[src/rtl/ps2_kbd_fifo.sv]
// PS/2 keyboard receiver with a scancode FIFO, sticky error flags, frame watchdog
// and an AXI4-Lite register interface. kbd_intr is a registered level.
module ps2_kbd_fifo #(
  parameter int AXI_DATA_WIDTH = 32,
  parameter int AXI_ADDR_WIDTH = 16,
  parameter int FIFO_DEPTH     = 16,
  parameter int FILTER_LEN     = 4,
  parameter int TIMEOUT_CYC    = 100000
) (
  input  logic                        aclk,
  input  logic                        areset,
  input  logic                        ps2_clk,
  input  logic                        ps2_data,
  output logic                        kbd_intr,
  input  logic [AXI_ADDR_WIDTH-1:0]   S_AXI_awaddr,
  input  logic [2:0]                  S_AXI_awprot,
  input  logic                        S_AXI_awvalid,
  output logic                        S_AXI_awready,
  input  logic [AXI_DATA_WIDTH-1:0]   S_AXI_wdata,
  input  logic [AXI_DATA_WIDTH/8-1:0] S_AXI_wstrb,
  input  logic                        S_AXI_wvalid,
  output logic                        S_AXI_wready,
  output logic [1:0]                  S_AXI_bresp,
  output logic                        S_AXI_bvalid,
  input  logic                        S_AXI_bready,
  input  logic [AXI_ADDR_WIDTH-1:0]   S_AXI_araddr,
  input  logic [2:0]                  S_AXI_arprot,
  input  logic                        S_AXI_arvalid,
  output logic                        S_AXI_arready,
  output logic [AXI_DATA_WIDTH-1:0]   S_AXI_rdata,
  output logic [1:0]                  S_AXI_rresp,
  output logic                        S_AXI_rvalid,
  input  logic                        S_AXI_rready
);
  localparam int AW = (FIFO_DEPTH > 1) ? $clog2(FIFO_DEPTH) : 1;
  localparam int CW = AW + 1;
  localparam int FW = (FILTER_LEN > 1) ? $clog2(FILTER_LEN) : 1;
  localparam int TW = (TIMEOUT_CYC > 1) ? $clog2(TIMEOUT_CYC) : 1;

  typedef enum logic [1:0] {S_IDLE, S_DATA, S_PARITY, S_STOP} rx_state_t;

  logic [1:0] w_raw, w_filt;
  logic       r_clk_prev, w_fall, w_bit;
  rx_state_t  r_state;
  logic [7:0] r_shift, r_push_byte;
  logic [2:0] r_bitcnt;
  logic       r_par, r_push, r_perr_set, r_ferr_set;
  logic [TW-1:0] r_wdog;
  logic       r_awready, r_bvalid, r_arready, r_rvalid;
  logic [AXI_DATA_WIDTH-1:0] r_rdata, w_rd_val;
  logic       r_rx_en, r_irq_en, r_ovf, r_perr, r_ferr, r_intr;
  logic [8:0] r_level, w_level, w_count9;
  logic [7:0] r_mem [FIFO_DEPTH];
  logic [AW-1:0] r_wptr, r_rptr;
  logic [CW-1:0] r_count;
  logic       w_wr_hs, w_rd_hs, w_wr_stat, w_wr_ctrl, w_wr_irq, w_flush;
  logic       w_full, w_empty, w_push_ok, w_ovf_set, w_pop;
  logic [2:0] w_clr;
  logic       w_unused;

  assign w_raw = {ps2_data, ps2_clk};

  // Per-line synchroniser plus stability filter; lines idle high.
  genvar gi;
  generate
    for (gi = 0; gi < 2; gi++) begin : g_cond
      logic [1:0]    r_sync;
      logic          r_filt;
      logic [FW-1:0] r_cnt;
      always_ff @(posedge aclk or posedge areset) begin
        if (areset) begin
          r_sync <= 2'b11;
          r_filt <= 1'b1;
          r_cnt  <= '0;
        end else begin
          r_sync <= {r_sync[0], w_raw[gi]};
          if (r_sync[1] == r_filt) begin
            r_cnt <= '0;
          end else if (r_cnt == FW'(FILTER_LEN - 1)) begin
            r_filt <= r_sync[1];
            r_cnt  <= '0;
          end else begin
            r_cnt <= r_cnt + 1'b1;
          end
        end
      end
      assign w_filt[gi] = r_filt;
    end
  endgenerate

  assign w_fall = r_clk_prev & ~w_filt[0];
  assign w_bit  = w_filt[1];

  always_ff @(posedge aclk or posedge areset) begin
    if (areset) begin
      r_clk_prev  <= 1'b1;
      r_state     <= S_IDLE;
      r_shift     <= '0;
      r_bitcnt    <= '0;
      r_par       <= 1'b0;
      r_wdog      <= '0;
      r_push      <= 1'b0;
      r_push_byte <= '0;
      r_perr_set  <= 1'b0;
      r_ferr_set  <= 1'b0;
    end else begin
      r_clk_prev <= w_filt[0];
      r_push     <= 1'b0;
      r_perr_set <= 1'b0;
      r_ferr_set <= 1'b0;
      if (!r_rx_en) begin
        r_state <= S_IDLE;
        r_wdog  <= '0;
      end else if (w_fall) begin
        r_wdog <= '0;
        case (r_state)
          S_IDLE: begin
            if (!w_bit) begin
              r_state  <= S_DATA;
              r_bitcnt <= '0;
            end else begin
              r_ferr_set <= 1'b1;
            end
          end
          S_DATA: begin
            r_shift  <= {w_bit, r_shift[7:1]};
            r_bitcnt <= r_bitcnt + 1'b1;
            if (r_bitcnt == 3'd7) r_state <= S_PARITY;
          end
          S_PARITY: begin
            r_par   <= w_bit;
            r_state <= S_STOP;
          end
          default: begin
            r_state <= S_IDLE;
            if (!w_bit) begin
              r_ferr_set <= 1'b1;
            end else if (^{r_shift, r_par}) begin
              r_push      <= 1'b1;
              r_push_byte <= r_shift;
            end else begin
              r_perr_set <= 1'b1;
            end
          end
        endcase
      end else if (r_state != S_IDLE) begin
        if (r_wdog == TW'(TIMEOUT_CYC - 1)) begin
          r_state    <= S_IDLE;
          r_ferr_set <= 1'b1;
          r_wdog     <= '0;
        end else begin
          r_wdog <= r_wdog + 1'b1;
        end
      end else begin
        r_wdog <= '0;
      end
    end
  end

  assign w_wr_hs   = r_awready & S_AXI_awvalid & S_AXI_wvalid;
  assign w_rd_hs   = r_arready & S_AXI_arvalid;
  assign w_wr_stat = w_wr_hs & (S_AXI_awaddr[3:2] == 2'd1);
  assign w_wr_ctrl = w_wr_hs & (S_AXI_awaddr[3:2] == 2'd2);
  assign w_wr_irq  = w_wr_hs & (S_AXI_awaddr[3:2] == 2'd3);
  assign w_flush   = w_wr_ctrl & S_AXI_wstrb[0] & S_AXI_wdata[2];
  assign w_clr     = (w_wr_stat & S_AXI_wstrb[0]) ? S_AXI_wdata[4:2] : 3'b000;
  assign w_full    = (r_count == CW'(FIFO_DEPTH));
  assign w_empty   = (r_count == '0);
  // Flush wins over any push or pop landing on the same edge.
  assign w_push_ok = r_push & ~w_full & ~w_flush;
  assign w_ovf_set = r_push & w_full & ~w_flush;
  assign w_pop     = w_rd_hs & (S_AXI_araddr[3:2] == 2'd0) & ~w_empty & ~w_flush;
  assign w_count9  = 9'(r_count);
  assign w_level   = (r_level == 9'd0) ? 9'd1 : r_level;

  always_comb begin
    w_rd_val = '0;
    case (S_AXI_araddr[3:2])
      2'd0: if (!w_empty) w_rd_val = {23'd0, 1'b1, r_mem[r_rptr]};
      2'd1: w_rd_val = {15'd0, w_count9, 3'd0, r_ferr, r_perr, r_ovf, w_full, w_empty};
      2'd2: w_rd_val = {30'd0, r_irq_en, r_rx_en};
      default: w_rd_val = {23'd0, r_level};
    endcase
  end

  always_ff @(posedge aclk) begin
    if (w_push_ok) r_mem[r_wptr] <= r_push_byte;
  end

  always_ff @(posedge aclk or posedge areset) begin
    if (areset) begin
      r_awready <= 1'b0;
      r_bvalid  <= 1'b0;
      r_arready <= 1'b0;
      r_rvalid  <= 1'b0;
      r_rdata   <= '0;
      r_rx_en   <= 1'b0;
      r_irq_en  <= 1'b0;
      r_level   <= 9'd1;
      r_ovf     <= 1'b0;
      r_perr    <= 1'b0;
      r_ferr    <= 1'b0;
      r_intr    <= 1'b0;
      r_wptr    <= '0;
      r_rptr    <= '0;
      r_count   <= '0;
    end else begin
      r_awready <= S_AXI_awvalid & S_AXI_wvalid & ~r_bvalid & ~r_awready;
      if (w_wr_hs) r_bvalid <= 1'b1;
      else if (S_AXI_bready) r_bvalid <= 1'b0;
      r_arready <= S_AXI_arvalid & ~r_rvalid & ~r_arready;
      if (w_rd_hs) begin
        r_rvalid <= 1'b1;
        r_rdata  <= w_rd_val;
      end else if (S_AXI_rready) begin
        r_rvalid <= 1'b0;
      end
      if (w_wr_ctrl & S_AXI_wstrb[0]) begin
        r_rx_en  <= S_AXI_wdata[0];
        r_irq_en <= S_AXI_wdata[1];
      end
      if (w_wr_irq & S_AXI_wstrb[0]) r_level[7:0] <= S_AXI_wdata[7:0];
      if (w_wr_irq & S_AXI_wstrb[1]) r_level[8]   <= S_AXI_wdata[8];
      // A set event on the clearing edge keeps the flag set.
      r_ovf  <= (r_ovf  & ~w_clr[0]) | w_ovf_set;
      r_perr <= (r_perr & ~w_clr[1]) | r_perr_set;
      r_ferr <= (r_ferr & ~w_clr[2]) | r_ferr_set;
      if (w_flush) begin
        r_wptr  <= '0;
        r_rptr  <= '0;
        r_count <= '0;
      end else begin
        if (w_push_ok) r_wptr <= r_wptr + 1'b1;
        if (w_pop)     r_rptr <= r_rptr + 1'b1;
        r_count <= r_count + CW'(w_push_ok) - CW'(w_pop);
      end
      r_intr <= r_irq_en & ((w_count9 >= w_level) | r_ovf | r_perr | r_ferr);
    end
  end

  assign kbd_intr      = r_intr;
  assign S_AXI_awready = r_awready;
  assign S_AXI_wready  = r_awready;
  assign S_AXI_bvalid  = r_bvalid;
  assign S_AXI_bresp   = 2'b00;
  assign S_AXI_arready = r_arready;
  assign S_AXI_rvalid  = r_rvalid;
  assign S_AXI_rdata   = r_rdata;
  assign S_AXI_rresp   = 2'b00;

  assign w_unused = ^{S_AXI_awprot, S_AXI_arprot, S_AXI_awaddr, S_AXI_araddr,
                      S_AXI_wdata, S_AXI_wstrb};
endmodule

[config.mk]
export PLATFORM = sky130hd
export DESIGN_NAME = ps2_kbd_fifo
export DESIGN_NICKNAME = d
export VERILOG_FILES = /design/src/rtl/ps2_kbd_fifo.sv
export SDC_FILE = /design/constraint.sdc
export NUM_CORES = 1
export LEC_CHECK = 0
export CORE_AREA = 2 2 157 128
export CTS_BUF_LIST = sky130_fd_sc_hd__clkbuf_4 sky130_fd_sc_hd__clkbuf_8
export DETAILED_ROUTE_END_ITERATION = 7
export DIE_AREA = 0 0 159 130
export GPL_TIMING_DRIVEN = 0
export PLACE_DENSITY = 0.78
export SYNTH_ARGS = -nofsm -noshare
export SYNTH_HDL_FRONTEND = slang
export SYNTH_SLANG_ARGS = --single-unit
[constraint.sdc]
create_clock -name aclk -period 3.3 [get_ports aclk]
set_input_delay 0.66 -clock aclk [delete_from_list [all_inputs] [get_ports aclk]]
set_output_delay 0.66 -clock aclk [all_outputs]
set_load 0.005 [all_outputs]
# Yosys cells after proc, flatten, opt, wreduce, memory -nomap -nowiden
# Memories as Yosys holds them, arrays and structs flattened.
# Cells that the tools add are included.
# totals
out_inout_bits	42
memories	1
ram_bits	128
wordCells	178
ff_bits	117
# mem_list
name	words	word_bits	rd	rd_clocked_by_memory_dff	write_ports	line	source
r_mem	16	8	1	0	1	53	logic [7:0] r_mem [FIFO_DEPTH];
# op_classes
n_mux	49
n_lt_le_gt_ge	1
eq_ne	19
bitwise_logic	48
addsub	8
reduce_logical	20
# ops
cell	count
$pmux W32 S3	1
$mux W17	4
$and A1 B1 Y1	28
$mux W1	22
$mux W2	10
$mux W9	2
$add A17 B1 Y17 const B	1
$eq A17 B17 Y1 const B	1
$mux W4	4
$not A1 Y1	14
$eq A2 B2 Y1 const B	6
$reduce_bool A2 Y1	6
$ge A5 B9 Y1	1
$logic_not A9 Y1	1
$reduce_xor A9 Y1	1
$add A4 B1 Y4 const B	2
$ne A4 B4 Y1 const B	2
$reduce_and A4 Y1	2
$eq A2 B1 Y1 const B	3
$mux W3	2
$ne A3 B2 Y1 const B	2
$or A1 B1 Y1	6
$pmux W2 S3	1
$pmux W3 S2	1
other kinds (17)	22

# Depth between registers and ports, before layout
# Gate-level depths: netlist of run 1.
# depth
ltp_word	10
ltp_mapped	14

# Least setup slack after synthesis of run 1
# OpenSTA, ideal clock, no wires.
# synth_timing
path_type	input to register
start	input S_AXI_wvalid
end	register r_count[4]
path_buffers	1
slack_ns	0.180
required_ns	3.222
arrival_ns	3.042
cell_stages	13
cell_sequence	nand3_1 nor3_1 and2_1 clkbuf_1 nor3_1 ha_1 inv_1 ha_1 fa_1 a21oi_1 nor2_1 or3_1 a21oi_1
# synth_via
elab_chain_len	9
elab_cells_between_ends	10
classes_between	add/sub: 2; mux: 1; bitwise: 7
# synth_lines
item	line	source
start: declaration	21	input logic S_AXI_wvalid,
$and A1 B1 Y1 *	160	assign w_wr_hs = r_awready & S_AXI_awvalid & S_AXI_wvalid;
$and A1 B1 Y1 *	163	assign w_wr_ctrl = w_wr_hs & (S_AXI_awaddr[3:2] == 2'd2);
$and A1 B1 Y1 * (2 in series)	165	assign w_flush = w_wr_ctrl & S_AXI_wstrb[0] & S_AXI_wdata[2];
$not A1 Y1	170, 172	
$and A1 B1 Y1	170	assign w_push_ok = r_push & ~w_full & ~w_flush;
$add A5 B1 Y5	235	r_count <= r_count + CW'(w_push_ok) - CW'(w_pop);
$sub A5 B1 Y5	235	
$mux W5 *	228	if (w_flush) begin
end signal: assignment	235	
end: declaration	55	logic [CW-1:0] r_count;
# Every way passes the cells marked *; elsewhere a longest branch is shown, timed or not.
# A chain may end at the register's enable or synchronous reset.

# Final worst setup path of run 1
# Same ends and word-level chain as after synthesis.

==> results of run 1 <==
cell type report:
type | count | area, um2 | share of cell area
Buffer | 46 | 292 | 0.0255
Clock buffer | 49 | 631 | 0.0551
Clock inverter | 15 | 75.1 | 0.00656
Inverter | 19 | 73.8 | 0.00645
Multi-Input combinational cell | 381 | 3240 | 0.283
Sequential cell | 226 | 6310 | 0.551
Tap cell | 264 | 330 | 0.0289
Timing Repair Buffer | 50 | 493 | 0.0431
logic make-up after synthesis:
logic type               after synthesis  share of synthesized area
multiplexers                          74                      0.131
XOR/XNOR                              32                     0.0287
AO/OA/AOI/OAI                         59                     0.0394
flip-flops                           226                      0.645
adder cells (fa/ha/maj)               26                     0.0340
AND/OR/NAND/NOR                      167                     0.0839
other                                  1                   0.000383
buffers and inverters                 67                     0.0377
per-stage QoR:
| stage | instances | setup slack [ns] | setup TNS [ns] | hold slack (ns) | utilization |
|---|---|---|---|---|---|
| 2_1_floorplan | 674 | 0.0912 | 0 | 0.345 | - |
| 3_3_place_gp | 979 | -1.21 | -124.01 | 0.347 | 0.548 |
| 3_5_place_dp | 982 | -0.887 | -8.18 | 0.347 | 0.550 |
| 4_1_cts | 1046 | 0.0354 | 0 | 0.345 | 0.588 |
| 5_1_grt | 1050 | -0.00995 | -0.00995 | 0.355 | 0.591 |
| 6_report | 1050 | 0.138 | 0 | 0.346 | 0.591 |
worst max-delay path by stage:
stage                       startpoint            end  cells after the start
final                     S_AXI_wvalid     r_count[4]                     13
after global routing      S_AXI_wvalid     r_count[4]                     13
after CTS                 S_AXI_wvalid     r_count[4]                     13
after detailed placement  S_AXI_wvalid     r_count[4]                     15
after global placement          areset  S_AXI_arready                      2
after floorplan                 areset  S_AXI_arready                      1
registers in the layout, summed over array words and instances, names as in the netlist, 2 cells and up:
register	cells
r_mem	128
r_wdog	17
S_AXI_rdata	13
r_level	9
r_push_byte	8
r_shift	8
r_count	5
g_cond.r_cnt	4
g_cond.r_sync	4
r_rptr	4
r_wptr	4
r_bitcnt	3
g_cond.r_filt	2
r_state	2
report_power, final:
part / internal (W) / switching, W
registers: 0.00316 / 0.000161
logic: 0.000784 / 0.000759
clock network: 0.00125 / 0.00107
cells in the final DEF, fill, tap and decap left out, types with 12 or more instances in the layout:
cell type and count:
sky130_fd_sc_hd__edfxtp_1 128, sky130_fd_sc_hd__dfrtp_1 89, sky130_fd_sc_hd__nor2_1 48, sky130_fd_sc_hd__clkbuf_8 42, sky130_fd_sc_hd__clkdlybuf4s50_1 41, sky130_fd_sc_hd__nand2_1 37
sky130_fd_sc_hd__mux4_2 30, sky130_fd_sc_hd__buf_4 30, sky130_fd_sc_hd__mux2_2 28, sky130_fd_sc_hd__ha_1 25, sky130_fd_sc_hd__conb_1 23, sky130_fd_sc_hd__o21ai_0 22
sky130_fd_sc_hd__inv_1 18, sky130_fd_sc_hd__xnor2_1 17, sky130_fd_sc_hd__xor2_1 15, sky130_fd_sc_hd__nor3_1 13, sky130_fd_sc_hd__nor2b_1 12
layer usage:
metal  GRT usage  vias up  wire [um]
li1            -     2595          -
met1       0.263     2926       8310
met2       0.304      205       9500
met3      0.0394       29       1430
met4      0.0503        0        259
met5           0        -          0
repair_timing:
item                                    CTS  global route
gates resized for setup                   7             7
hold endpoints to repair                  0             0
hold buffers                              0             0
buffers inserted                          1             5
endpoints found under the setup margin    9             1
pin swaps                                 0             1
==> reports/qor.json, run 1 <==
{
  "run_status": {"value": "completed"},
  "stdcell_area": {"value": 0.0114, "unit": "mm2"},
  "fin_total_pwr": {"value": 0.00718, "unit": "W"},
  "clock_tree.buffer_depth": {"value": 3},
  "synth.most_common_cell": {"value": "sky130_fd_sc_hd__edfxtp_1"},
  "cts_made_buffers": {"value": 36},
  "firstDrtPassIters": {"value": 4},
  "final_antenna_net_count": {"value": 0},
  "synth.ff_latch_count": {"value": 226},
  "reg2reg_depth": {"value": 14},
  "grt_first_pass_wirelength": {"value": 30.1, "unit": "mm"},
  "netlist_area": {"value": 0.00978, "unit": "mm2"},
  "drc": {"value": 0},
  "synthDominantCellAreaShare": {"value": 0.393},
  "drive_gt1_frac": {"value": 0.225},
  "timing_max_transition_violations_final": {"value": 0},
  "worst_path_max_delay_cell": {"value": "sky130_fd_sc_hd__clkdlybuf4s50_1"},
  "hold_depth": {"value": 0},
  "finClkSkew": {"value": 0.0392, "unit": "ns"},
  "worst_hold_path.endpoint": {"value": "g_cond[1].r_sync[1]"},
  "finalCritPeriodShare": {"value": 0.958},
  "die_h": {"value": 130, "unit": "um"},
  "clock_tree.root_cell": {"value": "sky130_fd_sc_hd__clkbuf_8"},
  "clk_latency": {"value": 0.52, "unit": "ns"},
  "routability_cong": {"value": 0.877},
  "critPathRequiredTime": {"value": 3.74, "unit": "ns"},
  "input_output_buffers": {"value": 41},
  "layout.filler_cells": {"value": 1442},
  "yosys-top-cells-count": {"value": "128 x sky130_fd_sc_hd__edfxtp_1, 90 x sky130_fd_sc_hd__dfrtp_1, 48 x sky130_fd_sc_hd__nor2_1"},
  "finalNetCount": {"value": 869},
  "cp-start-kind": {"value": "input port"},
  "gr-usage-all-layers": {"value": 0.187},
  "cts_sinks": {"value": 226},
  "drt_first_iter_violations": {"value": 471},
  "route.vias.total": {"value": 5755},
  "setup.reg_to_reg.worst_slack": {"value": 0.21, "unit": "ns"},
  "relSlewSlack": {"value": 0.0835},
  "worstSetupEndpointType": {"value": "flip-flop"},
  "cp_cell_sequence": {"value": "clkdlybuf4s50_1, nand3_1, nor3_4, and2_4, nor3_1, ha_1, inv_1, ha_1, fa_1, a21oi_1, nor2_1, or3_1, a21oi_1"},
  "drt-wirelength-per-cell": {"value": 18.6, "unit": "um"},
  "yosys_warnings": {"value": 0},
  "count_of_antenna_diodes_in_the_layout": {"value": 0},
  "hold_viol": {"value": 0},
  "hold_path_startpoint": {"value": "g_cond[1].r_sync[0]"},
  "rr_endpoint": {"value": "r_count[4]"},
  "place_area": {"value": 0.0106, "unit": "mm2"},
  "report.final.setup_viol": {"value": 0},
  "criticalPathCategory": {"value": "in -> reg"},
  "synth-edff-count": {"value": 128},
  "synth_top_cell_by_area": {"value": "sky130_fd_sc_hd__edfxtp_1"},
  "period_minus_slack": {"value": 3.16, "unit": "ns"},
  "floorplan.die_area": {"value": 0.0207, "unit": "mm2"},
  "powerDensity": {"value": 628, "unit": "mW/mm2"},
  "number_of_antenna_violations_at_the_first_check_in_global_routing": {"value": 0},
  "yosysSeqAreaShare": {"value": 0.645},
  "std_cell_rows": {"value": 46},
  "maxCapViolations": {"value": 0},
  "worst_max_slew_pin_slew": {"value": 1.36, "unit": "ns"},
  "power.leakage": {"value": 4.29, "unit": "nW"},
  "detailed_route_wl": {"value": 19.5, "unit": "mm"},
  "synthesis.instances": {"value": 652},
  "postSynth.asyncResetShare": {"value": 0.434},
  "initial_core_util": {"value": 0.506},
  "hp-class": {"value": "reg -> reg"},
  "hpwlAfterDp": {"value": 13.5, "unit": "mm"},
  "worst-path-max-fanout": {"value": 7},
  "area_grow_syn2layout": {"value": 17.0, "unit": "%"},
  "synth_area_leaders": {"value": "sky130_fd_sc_hd__edfxtp_1 39%, sky130_fd_sc_hd__dfrtp_1 23%, sky130_fd_sc_hd__mux4_2 6.9%"},
  "first_global_vias": {"value": 5742},
  "synth.avg_cell_area": {"value": 15.0, "unit": "um2"},
  "gr-total-overflow": {"value": 0},
  "timing.critical_path.arrival": {"value": 3.60, "unit": "ns"},
  "crit_family": {"value": "simple AND/OR/NAND/NOR gates"},
  "yosys_most_used_dff": {"value": "sky130_fd_sc_hd__edfxtp_1"},
  "core_area": {"value": 0.0193, "unit": "mm2"},
  "cts_tree": {"value": "built"},
  "fp.dieW": {"value": 159, "unit": "um"},
  "ios": {"value": 125},
  "avgViaCountPerCell": {"value": 5.48},
  "grt_max_degree": {"value": 52},
  "htreeDepth": {"value": 2},
  "clkSlewWorstSetupHoldPaths": {"value": 0.06, "unit": "ns"},
  "peakVddDrop": {"value": 0.322, "unit": "mV"},
  "cpPeakStageDelay": {"value": 0.52, "unit": "ns"},
  "yosys.cell_types.count": {"value": 49},
  "maximum_clock_rate": {"value": 316, "unit": "MHz"},
  "cp_num_buf_inv": {"value": 2},
  "crit-reg2reg-launch": {"value": "r_count[2]"}
}
Note: power is estimated with default switching activity, not from simulation.
==> run 2: changes to the inputs <==
CTS_CLUSTER_SIZE = 14   (was unset)
PLACE_DENSITY = 0.74   (was 0.78)
==> run 2 against run 1 <==
Effect of this change:
- routed wire length grew 0.17%
- utilization shrank 0.23 points
- combinational power shrank 3%
- first-iteration DRC count grew 7.9%
- setup slack lost 0.027 ns
- sequential power is essentially flat
- clock power shrank 5%
- register-to-register slack lost 0.099 ns
- clock-buffer cell count shrank 2
- global-route usage grew 0.38 points
- critical path type is now reg -> reg
- highest routed layer unchanged
==> reports/qor.json, run 2 (synthesis gave the netlist of run 1 again) <==
{
  "firstDrtPassIters": {"value": 4},
  "gr-usage-all-layers": {"value": 0.191},
  "initial_core_util": {"value": 0.506},
  "max_flop_register": {"value": "r_mem"},
  "critPathLaunch": {"value": "r_count[2]"},
  "clock_tree.root_cell": {"value": "sky130_fd_sc_hd__clkbuf_8"},
  "most-common-layout-cells": {"value": "128 x sky130_fd_sc_hd__edfxtp_1, 89 x sky130_fd_sc_hd__dfrtp_1, 48 x sky130_fd_sc_hd__nor2_1, 41 x sky130_fd_sc_hd__clkdlybuf4s50_1, 39 x sky130_fd_sc_hd__clkbuf_8"},
  "period_minus_slack": {"value": 3.19, "unit": "ns"},
  "detailed_route_wl": {"value": 19.5, "unit": "mm"},
  "clk_latency": {"value": 0.52, "unit": "ns"},
  "place_area": {"value": 0.0106, "unit": "mm2"},
  "layout.filler_cells": {"value": 1478},
  "setup.reg_to_reg.worst_slack": {"value": 0.11, "unit": "ns"},
  "power.leakage": {"value": 4.26, "unit": "nW"},
  "count_of_antenna_diodes_in_the_layout": {"value": 0},
  "avgViaCountPerCell": {"value": 5.47},
  "finClkSkew": {"value": 0.0211, "unit": "ns"},
  "peakVddDrop": {"value": 0.320, "unit": "mV"},
  "crit-reg2reg-launch": {"value": "r_count[2]"},
  "number_of_antenna_violations_at_the_first_check_in_global_routing": {"value": 0},
  "timing.critical_path.to": {"value": "r_count[4]"},
  "drt_first_iter_violations": {"value": 508},
  "finalCritPeriodShare": {"value": 0.966},
  "run_status": {"value": "completed"},
  "report.final.setup_viol": {"value": 0},
  "worst_max_slew_pin_slew": {"value": 1.41, "unit": "ns"},
  "cp-start-kind": {"value": "flip-flop"},
  "worstSetupEndpointType": {"value": "flip-flop"},
  "finalNetCount": {"value": 868},
  "routability_cong": {"value": 0.871},
  "rr_endpoint": {"value": "r_count[4]"},
  "max_reg_flops": {"value": 128},
  "floorplan.die_area": {"value": 0.0207, "unit": "mm2"},
  "std_cell_rows": {"value": 46},
  "cpPeakStageDelay": {"value": 0.42, "unit": "ns"},
  "input_output_buffers": {"value": 41},
  "clock_tree.buffer_depth": {"value": 3},
  "hpwlAfterDp": {"value": 13.4, "unit": "mm"},
  "grt_max_degree": {"value": 52},
  "worst_path_max_delay_cell": {"value": "sky130_fd_sc_hd__fa_1"},
  "gr-total-overflow": {"value": 0},
  "fp.dieW": {"value": 159, "unit": "um"},
  "fin_ws": {"value": 0.111, "unit": "ns"},
  "route.vias.total": {"value": 5734},
  "layout_commonest_cell": {"value": "sky130_fd_sc_hd__edfxtp_1"},
  "stdcell_area": {"value": 0.0114, "unit": "mm2"},
  "hold_viol": {"value": 0},
  "cts_made_buffers": {"value": 35},
  "maximum_clock_rate": {"value": 314, "unit": "MHz"},
  "powerDensity": {"value": 619, "unit": "mW/mm2"},
  "drc": {"value": 0},
  "timing.critical_path.arrival": {"value": 3.62, "unit": "ns"},
  "drt-wirelength-per-cell": {"value": 18.6, "unit": "um"},
  "timing_max_transition_violations_final": {"value": 0},
  "relSlewSlack": {"value": 0.0541},
  "first_global_vias": {"value": 5814},
  "worst-path-max-fanout": {"value": 4},
  "cts_tree": {"value": "built"},
  "hp-class": {"value": "reg -> reg"},
  "area_grow_syn2layout": {"value": 16.5, "unit": "%"},
  "clkSlewWorstSetupHoldPaths": {"value": 0.06, "unit": "ns"},
  "final_util": {"value": 0.589},
  "reg2reg_depth": {"value": 14},
  "critPathRequiredTime": {"value": 3.73, "unit": "ns"},
  "final_antenna_net_count": {"value": 0},
  "core_area": {"value": 0.0193, "unit": "mm2"},
  "drive_gt1_frac": {"value": 0.216},
  "ios": {"value": 125},
  "cp_cell_sequence": {"value": "inv_1, ha_1, and4_2, nor2b_4, nor2b_4, inv_1, ha_1, inv_1, ha_1, fa_1, a21oi_1, nor2_1, or3_1, a21oi_1"},
  "htreeDepth": {"value": 2},
  "maxCapViolations": {"value": 0},
  "post_cts_hold_buffer_count": {"value": 0},
  "criticalPathCategory": {"value": "reg -> reg"},
  "setup_tns": {"value": 0, "unit": "ns"},
  "dp_slack": {"value": -0.863, "unit": "ns"},
  "grt_first_pass_wirelength": {"value": 30.7, "unit": "mm"},
  "die_h": {"value": 130, "unit": "um"},
  "cts_sinks": {"value": 226},
  "holdWs": {"value": 0.354, "unit": "ns"}
}
==> run 2: changes by cell type in the layout (fill, tap and decap cells not counted) <==
cell,change
sky130_fd_sc_hd__buf_2,-1
sky130_fd_sc_hd__clkbuf_1,+1
sky130_fd_sc_hd__clkbuf_4,+1
sky130_fd_sc_hd__clkbuf_8,-3
sky130_fd_sc_hd__clkinv_1,+4
sky130_fd_sc_hd__clkinv_2,-4
sky130_fd_sc_hd__clkinv_4,-1
sky130_fd_sc_hd__inv_6,+1
sky130_fd_sc_hd__nor3_1,+1
sky130_fd_sc_hd__nor3_2,-1
==> run 2: worst min-delay path by stage <==
stage | start | end | slack [ns] | cells after the start
final | g_cond[0].r_sync[0] | g_cond[0].r_sync[1] | 0.35 | 0
after global routing | g_cond[0].r_sync[0] | g_cond[0].r_sync[1] | 0.37 | 0
after CTS | g_cond[0].r_sync[0] | g_cond[0].r_sync[1] | 0.36 | 0
after detailed placement | g_cond[0].r_sync[0] | g_cond[0].r_sync[1] | 0.35 | 0
after global placement | g_cond[1].r_sync[0] | g_cond[1].r_sync[1] | 0.35 | 0
after floorplan | g_cond[0].r_sync[0] | g_cond[0].r_sync[1] | 0.35 | 0
==> run 2: layout make-up <==
type	count	area, um2	share of cell area
multi-input cells	381	3230	0.284
repair buffers	49	488	0.0428
plain buffers	47	295	0.0259
clock buffers	47	597	0.0524
clock inverters	15	70.1	0.00615
inverters	19	73.8	0.00648
flip-flops and latches	226	6310	0.554
well taps	264	330	0.0290
==> run 2: report_power, final <==
group	internal (W)	switching [W]
clock	0.00118	0.00104
combinational	0.000775	0.000726
sequential	0.00316	0.000174
total	0.00511	0.00194
==> run 2: layer usage <==
layer	global-route usage	wire, um
met1	0.262	8430
met2	0.310	9400
met3	0.0359	1180
met4	0.0717	528
met5	0	0
==> run 2: what timing repair did <==
action,4_1_cts,5_1_grt
pin swaps,0,1
setup endpoints to repair,1,1
buffers inserted,0,4
gates resized for setup,6,8
==> run 2: critical path, delay by kind of cell, from the launching register on <==
kind,cells,cell delay (ns)
compound gates,2,0.33
fa+ha+maj,4,1.11
simple gates,5,1.06
flops,1,0.41
buf+inv,3,0.21
==> run 2: per-stage QoR <==
| step | total power (W) | instances |
|---|---|---|
| 2_1_floorplan | 0.00437 | 674 |
| 3_3_place_gp | 0.00477 | 979 |
| 3_5_place_dp | 0.00484 | 981 |
| 4_1_cts | 0.00706 | 1042 |
| 5_1_grt | 0.00737 | 1048 |
| 6_report | 0.00705 | 1048 |
==> run 3: changes to the inputs <==
CTS_CLUSTER_DIAMETER = 80   (was unset)
PLACE_DENSITY = 0.85   (was 0.74)
SKIP_LAST_GASP = 1   (was unset)
==> run 3 against run 2 <==
Effect of this change:
- maximum frequency grew 3.8%
- clock-buffer cell count shrank 13
- die area is the same
- first-iteration DRC count shrank 10%
- final area shrank 2.3%
- sequential share of layout area grew 1.3 points
- cell count shrank 2.9%
- clock power shrank 26%
- critical path depth shrank 1
==> reports/qor.json, run 3 (synthesis gave the netlist of run 1 again) <==
{
  "clk_latency": {"value": 0.53, "unit": "ns"},
  "finClkSkew": {"value": 0.0369, "unit": "ns"},
  "worstSetupEndpointType": {"value": "flip-flop"},
  "hpwlAfterDp": {"value": 12.9, "unit": "mm"},
  "final_util": {"value": 0.575},
  "layout.filler_cells": {"value": 1451},
  "cts_made_buffers": {"value": 20},
  "maximum_clock_rate": {"value": 325, "unit": "MHz"},
  "htreeDepth": {"value": 1},
  "worst-path-max-fanout": {"value": 7},
  "ios": {"value": 125},
  "critPathLaunch": {"value": "S_AXI_awaddr[3]"},
  "firstDrtPassIters": {"value": 5},
  "die_h": {"value": 130, "unit": "um"},
  "relSlewSlack": {"value": 0.431},
  "fin_total_pwr": {"value": 0.00646, "unit": "W"},
  "timing_max_transition_violations_final": {"value": 0},
  "first_global_vias": {"value": 5413},
  "reg2reg_depth": {"value": 14},
  "clock_tree.buffer_depth": {"value": 3},
  "powerDensity": {"value": 581, "unit": "mW/mm2"},
  "core_area": {"value": 0.0193, "unit": "mm2"},
  "grt_max_degree": {"value": 65},
  "final_antenna_net_count": {"value": 0},
  "cp-start-kind": {"value": "input port"},
  "hold_path_startpoint": {"value": "g_cond[1].r_sync[0]"},
  "drive_gt1_frac": {"value": 0.203},
  "criticalPathCategory": {"value": "in -> reg"},
  "peakVddDrop": {"value": 0.276, "unit": "mV"},
  "worst_max_slew_pin_slew": {"value": 0.848, "unit": "ns"},
  "max_reg_flops": {"value": 128},
  "detailed_route_wl": {"value": 18.4, "unit": "mm"},
  "post_cts_hold_buffer_count": {"value": 0},
  "report.final.setup_viol": {"value": 0},
  "fp.dieW": {"value": 159, "unit": "um"},
  "rsz0062_at_grt": {"value": "false"},
  "period_minus_slack": {"value": 3.07, "unit": "ns"},
  "run_status": {"value": "completed"},
  "drt-wirelength-per-cell": {"value": 18.1, "unit": "um"},
  "avgViaCountPerCell": {"value": 5.41},
  "place_area": {"value": 0.0106, "unit": "mm2"},
  "cts_tree": {"value": "built"},
  "finalNetCount": {"value": 849},
  "max_flop_register": {"value": "r_mem"},
  "floorplan.die_area": {"value": 0.0207, "unit": "mm2"},
  "power.leakage": {"value": 4.11, "unit": "nW"},
  "input_output_buffers": {"value": 41},
  "layout_commonest_cell": {"value": "sky130_fd_sc_hd__edfxtp_1"},
  "std_cell_rows": {"value": 46},
  "dp_slack": {"value": -0.771, "unit": "ns"},
  "maxCapViolations": {"value": 0},
  "critPathRequiredTime": {"value": 3.76, "unit": "ns"},
  "clock_tree.root_cell": {"value": "sky130_fd_sc_hd__clkbuf_8"},
  "timing.critical_path.arrival": {"value": 3.53, "unit": "ns"},
  "gr-total-overflow": {"value": 0},
  "grt_first_pass_wirelength": {"value": 28.9, "unit": "mm"},
  "route.vias.total": {"value": 5511},
  "initial_core_util": {"value": 0.506},
  "crit-reg2reg-launch": {"value": "r_count[3]"},
  "routability_cong": {"value": 0.829},
  "cts_sinks": {"value": 226},
  "gr-usage-all-layers": {"value": 0.179},
  "drc": {"value": 0},
  "finalCritPeriodShare": {"value": 0.931},
  "number_of_antenna_violations_at_the_first_check_in_global_routing": {"value": 0},
  "clkSlewWorstSetupHoldPaths": {"value": 0.10, "unit": "ns"},
  "count_of_antenna_diodes_in_the_layout": {"value": 0},
  "area_grow_syn2layout": {"value": 13.8, "unit": "%"},
  "stdcell_area": {"value": 0.0111, "unit": "mm2"},
  "most-common-layout-cells": {"value": "128 x sky130_fd_sc_hd__edfxtp_1, 89 x sky130_fd_sc_hd__dfrtp_1, 48 x sky130_fd_sc_hd__nor2_1, 41 x sky130_fd_sc_hd__clkdlybuf4s50_1, 37 x sky130_fd_sc_hd__nand2_1"},
  "hp-class": {"value": "reg -> reg"},
  "setup_tns": {"value": 0, "unit": "ns"},
  "hold_depth": {"value": 0},
  "fin_ws": {"value": 0.226, "unit": "ns"},
  "hold_viol": {"value": 0},
  "drt_first_iter_violations": {"value": 455}
}
==> run 3: layout make-up <==
type	instances	area, um2	share of cell area
plain buffers	46	292	0.0262
inverters	19	73.8	0.00664
well taps	264	330	0.0297
repair buffers	46	468	0.0421
clock inverters	2	16.3	0.00146
clock buffers	34	387	0.0348
multi-input cells	381	3250	0.292
flip-flops and latches	226	6310	0.567
==> run 3: timing repair <==
item | 4_1_cts | 5_1_grt
buffers inserted | 0 | 3
gates resized for setup | 5 | 10
pin swaps | 0 | 1
setup endpoints to repair | 33 | 1
==> run 3: worst max-delay path: stages <==
cell and delay, ns:
sky130_fd_sc_hd__clkdlybuf4s50_1 0.51, sky130_fd_sc_hd__nand2_1 0.12, sky130_fd_sc_hd__nor3_4 0.28, sky130_fd_sc_hd__and2_4 0.25, sky130_fd_sc_hd__nor3_1 0.07, sky130_fd_sc_hd__ha_1 0.28
sky130_fd_sc_hd__inv_1 0.04, sky130_fd_sc_hd__ha_1 0.20, sky130_fd_sc_hd__fa_1 0.41, sky130_fd_sc_hd__a21oi_1 0.16, sky130_fd_sc_hd__nor2_1 0.07, sky130_fd_sc_hd__or3_1 0.34
sky130_fd_sc_hd__a21oi_1 0.14
==> run 3: power by group <==
part / internal (W) / leakage (nW) / total [W] / switching [W]
combinational: 0.000778 / 1.59 / 0.00152 / 0.000741
sequential: 0.00315 / 2.30 / 0.00331 / 0.000160
clock: 0.000748 / 0.221 / 0.00163 / 0.000881
total: 0.00468 / 4.11 / 0.00646 / 0.00178
==> run 3: path summary, 6_finish.rpt <==
| path | endpoint | slack, ns |
|---|---|---|
| setup / recovery | r_count[4] | 0.23 |
| hold / removal | g_cond[1].r_sync[1] | 0.35 |
| setup reg to reg | r_count[4] | 0.26 |
| hold reg to reg | g_cond[1].r_sync[1] | 0.35 |
| max in group asynchronous | g_cond[1].r_sync[0] | 2.04 |
| min in group asynchronous | S_AXI_rdata[9] | 0.50 |
==> run 3: per-layer routing <==
layer  GRT usage  up-vias  wire (um)
met1       0.247     2750       7980
met5           0        -          0
met2       0.297      185       8890
li1            -     2549          -
met4      0.0455        0        328
met3      0.0366       27       1200
==> run 3: stage by stage <==
step / cells / hold slack [ns]
after floorplan: 674 / 0.345
after global placement: 979 / 0.348
after detailed placement: 980 / 0.350
after CTS: 1015 / 0.347
after global routing: 1018 / 0.347
final: 1018 / 0.346
